<file path="config.mk">
export PLATFORM = sky130hd
export DESIGN_NAME = line_render_scheduler
export DESIGN_NICKNAME = d
export VERILOG_FILES = /design/src/rtl/line_render_scheduler.sv
export SDC_FILE = /design/constraint.sdc
export NUM_CORES = 1
export LEC_CHECK = 0
export ABC_AREA = 1
export CORE_UTILIZATION = 44
export DETAILED_ROUTE_END_ITERATION = 10
export MAX_ROUTING_LAYER = met4
export PLACE_DENSITY = 0.84
export SLEW_MARGIN = 30
export SYNTH_ARGS = -nofsm -noshare
export SYNTH_HDL_FRONTEND = slang
export SYNTH_SLANG_ARGS = --single-unit
export TNS_END_PERCENT = 50
</file>
<file path="constraint.sdc">
create_clock -name clk -period 1.5 [get_ports clk]
set_input_delay 0.15 -clock clk [delete_from_list [all_inputs] [get_ports clk]]
set_output_delay 0.15 -clock clk [all_outputs]
set_load 0.02 [all_outputs]
</file>
<file path="src/rtl/line_render_scheduler.sv">
// Purpose : sequences the per-line renderers (layer 0, layer 1, sprites) one at a
//           time, flips the line-buffer bank per line and watchdogs each unit.
// Latency : request -> first unit start 1 cycle; done -> next start 1 cycle.
// Backpressure: none; a new request pre-empts (aborts) an unfinished line.
//
// Ports
//   clk, rst_n                         clock, async active-low reset
//   line_render_start, line_idx        composer request + line index
//   layer0/layer1/sprites_enabled      unit enables, sampled with the request
//   render_line_idx, render_bank       latched line index / bank being written
//   display_bank                       bank being displayed (!render_bank)
//   l0/l1/spr_start, _done, _abort     per-unit handshake pulses
//   busy, line_done, line_overrun, unit_timeout   status pulses/levels
module line_render_scheduler #(
  parameter int TIMEOUT_CYCLES = 1600
) (
  input  logic       clk,
  input  logic       rst_n,
  input  logic       line_render_start,
  input  logic [8:0] line_idx,
  input  logic       layer0_enabled,
  input  logic       layer1_enabled,
  input  logic       sprites_enabled,
  output logic [8:0] render_line_idx,
  output logic       render_bank,
  output logic       display_bank,
  output logic       l0_start,
  output logic       l1_start,
  output logic       spr_start,
  input  logic       l0_done,
  input  logic       l1_done,
  input  logic       spr_done,
  output logic       l0_abort,
  output logic       l1_abort,
  output logic       spr_abort,
  output logic       busy,
  output logic       line_done,
  output logic       line_overrun,
  output logic       unit_timeout
);

  localparam int CNT_W = $clog2(TIMEOUT_CYCLES);
  localparam logic [CNT_W-1:0] CNT_LAST = CNT_W'(TIMEOUT_CYCLES - 1);

  // Encoding is deliberate: for a unit state, its value equals the index of the
  // unit that follows it (L0=1 -> next is unit 1, SPR=3 -> no unit left).
  typedef enum logic [1:0] {
    ST_IDLE = 2'd0,
    ST_L0   = 2'd1,
    ST_L1   = 2'd2,
    ST_SPR  = 2'd3
  } state_e;

  state_e           state_q, state_d;
  logic [CNT_W-1:0] cnt_q, cnt_d;
  logic [2:0]       en_q, en_d;
  logic [8:0]       idx_q, idx_d;
  logic             bank_q, bank_d;
  logic             line_done_q, line_done_d;
  logic             overrun_q, overrun_d;
  logic [2:0]       abort_q, abort_d;

  logic       unit_active;
  logic       first_cycle;
  logic       cur_done;
  logic       done_ok;
  logic       wd_fire;
  logic [2:0] cur_onehot;
  logic [1:0] next_from;

  // First enabled unit with index >= from, in the fixed order L0, L1, SPR.
  function automatic state_e pick_unit(input logic [2:0] en, input logic [1:0] from);
    if (from == 2'd0 && en[0]) return ST_L0;
    if (from <= 2'd1 && en[1]) return ST_L1;
    if (from <= 2'd2 && en[2]) return ST_SPR;
    return ST_IDLE;
  endfunction

  assign unit_active = (state_q != ST_IDLE);
  // The counter is cleared on every unit entry, so zero marks the start cycle.
  assign first_cycle = (cnt_q == '0);
  assign next_from   = state_q;
  assign cur_onehot  = {state_q == ST_SPR, state_q == ST_L1, state_q == ST_L0};
  assign cur_done    = |(cur_onehot & {spr_done, l1_done, l0_done});

  // A done arriving together with the start pulse belongs to a previous run.
  assign done_ok = unit_active && !first_cycle && cur_done;
  // Done wins over expiry; a new request handles the abort itself (overrun).
  assign wd_fire = unit_active && (cnt_q == CNT_LAST) && !done_ok && !line_render_start;

  always_comb begin
    state_d     = state_q;
    cnt_d       = cnt_q;
    en_d        = en_q;
    idx_d       = idx_q;
    bank_d      = bank_q;
    line_done_d = 1'b0;
    overrun_d   = 1'b0;
    abort_d     = 3'b000;

    if (line_render_start) begin
      if (unit_active) begin
        abort_d   = cur_onehot;
        overrun_d = 1'b1;
      end
      en_d    = {sprites_enabled, layer1_enabled, layer0_enabled};
      idx_d   = line_idx;
      bank_d  = ~bank_q;
      state_d = pick_unit(en_d, 2'd0);
      cnt_d   = '0;
      if (state_d == ST_IDLE) line_done_d = 1'b1;
    end else if (done_ok || wd_fire) begin
      state_d = pick_unit(en_q, next_from);
      cnt_d   = '0;
      if (state_d == ST_IDLE) line_done_d = 1'b1;
    end else if (unit_active) begin
      // Cannot wrap: reaching CNT_LAST always leaves the state.
      cnt_d = cnt_q + CNT_W'(1);
    end
  end

  always_ff @(posedge clk or negedge rst_n) begin
    if (!rst_n) begin
      state_q     <= ST_IDLE;
      cnt_q       <= '0;
      en_q        <= 3'b000;
      idx_q       <= 9'd0;
      bank_q      <= 1'b0;
      line_done_q <= 1'b0;
      overrun_q   <= 1'b0;
      abort_q     <= 3'b000;
    end else begin
      state_q     <= state_d;
      cnt_q       <= cnt_d;
      en_q        <= en_d;
      idx_q       <= idx_d;
      bank_q      <= bank_d;
      line_done_q <= line_done_d;
      overrun_q   <= overrun_d;
      abort_q     <= abort_d;
    end
  end

  assign render_line_idx = idx_q;
  assign render_bank     = bank_q;
  assign display_bank    = ~bank_q;

  assign l0_start  = (state_q == ST_L0)  && first_cycle;
  assign l1_start  = (state_q == ST_L1)  && first_cycle;
  assign spr_start = (state_q == ST_SPR) && first_cycle;

  // Overrun aborts are registered (cycle after the request); watchdog aborts
  // appear in the expiry cycle itself so the next unit can start right after.
  assign l0_abort  = abort_q[0] | (wd_fire && state_q == ST_L0);
  assign l1_abort  = abort_q[1] | (wd_fire && state_q == ST_L1);
  assign spr_abort = abort_q[2] | (wd_fire && state_q == ST_SPR);

  assign busy         = unit_active;
  assign line_done    = line_done_q;
  assign line_overrun = overrun_q;
  assign unit_timeout = wd_fire;

endmodule

</file>
Yosys cells after proc, flatten, opt, wreduce, memory -nomap -nowiden
Index checks and enable logic that the tools add are counted.
- register bits after elaboration: 31
- bits of input ports: 18
- output and inout port bits: 21
- logic and storage cells: 95
- add/subtract/negate cells: 1
- order comparisons: 2
- equality and inequality tests: 4
- muxes and demuxes: 49
- bitwise operators: 5
- reductions and logical operators: 26
- operators with widths (kind ; count):
    $mux 2 ; 17
    $mux 11 ; 3
    $mux 1 ; 27
    $logic_and 1x1->1 ; 14
    $add 11x1->11 const B ; 1
    $eq 11x11->1 const B ; 1
    $logic_not 11->1 ; 1
    $logic_not 2->1 ; 3
    $mux 3 ; 2
    $eq 2x2->1 const B ; 2
    $reduce_bool 2->1 ; 2
    $and 3x3->3 ; 1
    $logic_not 1->1 ; 3
    $or 1x1->1 ; 3
    $reduce_bool 3->1 ; 1
    $reduce_or 3->1 ; 1
    $eq 2x1->1 const B ; 1
    $le 2x1->1 const B ; 1
    $le 2x2->1 const B ; 1
    $logic_or 1x1->1 ; 1
    $not 1->1 ; 1

Depth between registers and ports, before layout
- depth after elaboration: 26
- gate-level depth with buffers: 10
- depth with buffers taken out: 9

Worst setup path before layout
OpenSTA, ideal clock, no wires.
- path type: register -> output
- from: reg cnt_q[0]
- to: out l0_abort
- arrival time: 1.501 ns
- required time: 1.350 ns
- slack: -0.151 ns
- cell stages (with the launch flop): 9
- buffers on the path: 0
- path through: dfrtp_1 inv_1 ha_1 nand2_1 nor2_1 nand3_1 a21oi_2 nand2_1 nand2_1
- longest elaborated chain between the ends: 9
- elaborated cells between the ends (all ways): 11
- those cells by class: eq/ne: 1; bitwise: 1; reduce/logical: 9
- RTL lines (element ; line ; source):
    from (decl) ; 55 ; logic [CNT_W-1:0] cnt_q, cnt_d;
    from (signal assigned) ; 134 ; cnt_q <= cnt_d;
    $logic_not 11->1 ; 81 ; assign first_cycle = (cnt_q == '0);
    $logic_not 1->1 ; 87 ; assign done_ok = unit_active && !first_cycle && cur_done;
    $logic_and 1x1->1 (2 in a row) ; 87 ;
    $logic_not 1->1 ; 89 ; assign wd_fire = unit_active && (cnt_q == CNT_LAST) && !done_ok && !line_render_start;
    $logic_and 1x1->1 (*) (2 in a row) ; 89 ;
    named net unit_timeout ; 39 ; output logic unit_timeout
    $logic_and 1x1->1 (*) ; 154 ; assign l0_abort = abort_q[0] | (wd_fire && state_q == ST_L0);
    $or 1x1->1 (*) ; 154 ;
    to (decl) ; 33 ; output logic l0_abort,
Mark *: on every way through the listed nets, which the timed path passes. The rest lies on a longest branch.

Final worst setup path
- from: reg cnt_q[0]
- to: out spr_abort
- longest elaborated chain between the ends: 9
- elaborated cells between the ends (all ways): 11
- those cells by class: eq/ne: 1; bitwise: 1; reduce/logical: 9
- RTL lines (element ; line ; source):
    $logic_not 11->1 ; 81 ;
    $logic_not 1->1 ; 87 ;
    $logic_and 1x1->1 (2 in a row) ; 87 ;
    $logic_not 1->1 ; 89 ;
    $logic_and 1x1->1 (*) (2 in a row) ; 89 ;
    $logic_and 1x1->1 (*) ; 156 ; assign spr_abort = abort_q[2] | (wd_fire && state_q == ST_SPR);
    $or 1x1->1 (*) ; 156 ;
    to (decl) ; 35 ; output logic spr_abort,
Every way passes the cells marked *; elsewhere a longest branch is shown, timed or not.

==> flow_metrics.env <==
export IMPL_status="finished, violations left"
export IMPL_violations="negative setup slack"
export IMPL_nFillCells=240
export IMPL_core_area_mm2=0.00347
export IMPL_met3_usage_pct=7.07
export IMPL_portBuffers=38
export IMPL_critPathKind="register to output pin"
export IMPL_cp_cell_sequence="inv_2 -> ha_4 -> nand2_4 -> nor2_4 -> nand3_2 -> a21oi_4 -> nand2_2 -> nand2_2 -> buf_6"
export IMPL_synth_xor_area_share_pct=2.65
export IMPL_diodes=0
export IMPL_worstSetupEndpointType="output pin"
export IMPL_setup_slack_ps=-394
export IMPL_worstHoldPathType="input pin to async pin"
export IMPL_via_per_inst=5.09
export IMPL_skew_ps=5.36
export IMPL_drtPass1Iterations=5
export IMPL_dp_hpwl_mm=3.01
export IMPL_h_tree_depth=2
export IMPL_rrSetupSlack_ps=-180
export IMPL_worstPathMaxFanout=4
export IMPL_fmax_mhz=528
export IMPL_area_growth_pct=53.2
export IMPL_synth_top_family_by_area="simple AND/OR/NAND/NOR gates"
export IMPL_numCtsBuffers=5
export IMPL_cts_root_buf="clkbuf_8"
export IMPL_slew_headroom_pct=73.9
export IMPL_routedWlPerCell_um=14.6
export IMPL_ys_ff_latch=31
export IMPL_seq_area_frac_synth_pct=46.9
export IMPL_drtIter0Drc=124
export IMPL_synth_simple_gate_area_share_pct=35.3
export IMPL_met2_usage_pct=43.8
export IMPL_clock_sinks=31
export IMPL_die_area_mm2=0.00401
export IMPL_hold_viol_final=0
export IMPL_ir_drop_mv=1.03
export IMPL_num_vias=1724
export IMPL_worstPathArrival_ps=1740
export IMPL_path_clk_slew_ps=70
export IMPL_max_stage_delay_ps=410
export IMPL_synth_area_per_cell_um2=7.70
export IMPL_cts_tree="yes"
export IMPL_fin_crit_sh_pct=126
export IMPL_cap_violations=0
export IMPL_ant_nets=0
export IMPL_yosys_warnings=0
export IMPL_synthMuxAreaShare_pct=0
export IMPL_cp_data_required_time_ps=1350
export IMPL_worstSkewPairLatency_ps=290
export IMPL_grt_pass1_vias=1722
export IMPL_post_place_ws_ps=-556
export IMPL_globalRouteOverflowTotal=0
export IMPL_start_kind="register"
export IMPL_chipHeight_um=63.3
export IMPL_drt_total_wl_mm=4.96
export IMPL_multi_input_area_um2=861
export IMPL_rows=21
export IMPL_crit_top_cell="nand2_2"
export IMPL_dp_cells=324
export IMPL_r2r_cells=11
export IMPL_layout_cells_non_filler=339
export IMPL_grt_antenna_before_repair=0
export IMPL_clockBufferDepth=2
export IMPL_syn_instance_count=215
export IMPL_tightest_slew_ps=391
export IMPL_nets=312
export IMPL_grt_start_max_net_pins=32
export IMPL_synthDistinctLibCells=24
export IMPL_synth_edf_count=0
export IMPL_worst_path_max_delay_cell="dfrtp_1"
export IMPL_io_pins=39
export IMPL_drc=0
export IMPL_initial_core_util_pct=47.7
export IMPL_powerDensity_mw_per_mm2=1310
export IMPL_synth_main_ff_cell="dfrtp_1"
export IMPL_grt_usage_pct=26.5
export IMPL_hold_buffers=0
export IMPL_synth_adder_area_share_pct=1.51
export IMPL_power_leakage_nw=1.25
export IMPL_async_reset_ff_share_pct=100
export IMPL_syn_nets=235
export IMPL_period_needed_ps=1890
export IMPL_die_x_um=63.3
export IMPL_maxSlewViolCount=0
export IMPL_synth_compound_area_share_pct=4.99
export IMPL_global_route_usage_met1_pct=29.2
export IMPL_grt_first_pass_wirelength_mm=7.73
export IMPL_rsz0062_at_grt="true"
export IMPL_drive_gt1_share_pct=32.8
export IMPL_cp_endpoint="spr_abort"
export IMPL_register_area_um2=778
export IMPL_synthesis_area_mm2=0.00166
export IMPL_timing_rr_start="cnt_q[0]$_DFFE_PN0P_"
export IMPL_cp_startpoint="cnt_q[0]$_DFFE_PN0P_"
export IMPL_tns_ps=-3730
export IMPL_reg2reg_to="next_from[0]$_DFFE_PN0P_"
export IMPL_finalSetupViolations=21
export IMPL_gp_congestion=0.893
export IMPL_grt_busiest_layer="met2"
==> Yosys cell counts, types with 2 or more instances <==
cell type | count | area share (%)
buf_2 | 4 | 1.2
nor2_1 | 30 | 6.8
dfrtp_1 | 31 | 47
inv_1 | 25 | 5.7
nand2_2 | 4 | 1.5
nand2_4 | 2 | 1.4
nand4_1 | 4 | 1.5
o21ai_0 | 8 | 2.4
nand2_1 | 69 | 16
xor2_1 | 5 | 2.6
ha_1 | 2 | 1.5
nand3_2 | 3 | 1.8
nand3_1 | 10 | 3.0
nor2_2 | 5 | 1.9
inv_2 | 4 | 0.91
==> how the worst min path moves through the flow <==
stage / slack, ps / start / to
5_1_grt: 300 / rst_n / cnt_q[4]$_DFFE_PN0P_
4_1_cts: 260 / rst_n / cnt_q[9]$_DFFE_PN0P_
2_1_floorplan: -150 / rst_n / abort_q[0]$_DFF_PN0_
3_3_place_gp: 450 / render_line_idx[3]$_DFFE_PN0P_ / render_line_idx[3]$_DFFE_PN0P_
3_5_place_dp: 460 / render_line_idx[4]$_DFFE_PN0P_ / render_line_idx[4]$_DFFE_PN0P_
6_report: 250 / rst_n / cnt_q[9]$_DFFE_PN0P_
==> where the power goes <==
group	switching (W)	total, W	internal, W
Sequential	0.000119	0.00108	0.000956
Clock	0.000315	0.000631	0.000317
Combinational	0.000866	0.00161	0.000747
==> cell type report <==
cell class / count / share of cell area, %
timing repair buffer: 75 / 25.5
tap: 46 / 2.27
sequential: 31 / 30.7
clock buffer: 5 / 2.71
multi-input combinational: 150 / 33.9
clock inverter: 3 / 0.592
inverter: 29 / 4.29
==> placed cells by master, fill, tap and decap left out, types with 6 or more instances in the layout <==
master / Yosys / final
nand2_1: 69 / 61
buf_4: 0 / 39
dfrtp_1: 31 / 29
clkdlybuf4s50_1: 0 / 29
nor2_1: 30 / 27
inv_1: 25 / 22
nand2_2: 4 / 11
nand3_1: 10 / 8
inv_2: 4 / 7
o21ai_0: 8 / 6
==> worst max-delay path: cells and delay by family (launching register included) <==
kind                     cells  cell delay (ps)
buffers and inverters        2              210
adder cells (fa/ha/maj)      1              140
AO/OA/AOI/OAI                1              260
flip-flops                   1              410
AND/OR/NAND/NOR              5              440
==> kinds of logic after synthesis <==
| group | after synthesis |
|---|---|
| and+or+nand+nor | 130 |
| buffers and inverters | 35 |
| DFF | 31 |
| AOI/OAI and AO/OA | 12 |
| xor gates and xnor gates | 5 |
| adders and majority gates | 2 |
==> through the flow <==
step / instance area (µm²) / power (W) / hold slack (ps) / utilization [%]
6_report: 2540 / 0.00332 / 250 / 73.1
3_3_place_gp: 2310 / 0.00232 / 453 / 66.7
5_1_grt: 2540 / 0.00354 / 303 / 73.1
4_1_cts: 2460 / 0.00312 / 261 / 70.9
2_1_floorplan: 1680 / 0.00175 / -146 / -
3_5_place_dp: 2310 / 0.00236 / 458 / 66.7
==> routing by layer <==
| metal | share of wire, % | vias up |
|---|---|---|
| met5 | 0 | - |
| met4 | 3.4 | 0 |
| met3 | 6.6 | 18 |
| met2 | 52 | 83 |
| met1 | 38 | 810 |
| li1 | - | 813 |
==> repair_timing <==
item                                    CTS  global route
pin swaps                                10            19
resized for setup                        52            18
cloned                                    1             0
buffers inserted                          3             3
endpoints found under the setup margin   20            22
==> flip-flops by register name (all words and copies together) (netlist names) <==
signal           count
en_q                 3
abort_q              3
line_overrun         1
cnt_q               11
render_line_idx      9
next_from            2
render_bank          1
line_done            1
No activity file was read; power rests on OpenSTA's default activity.
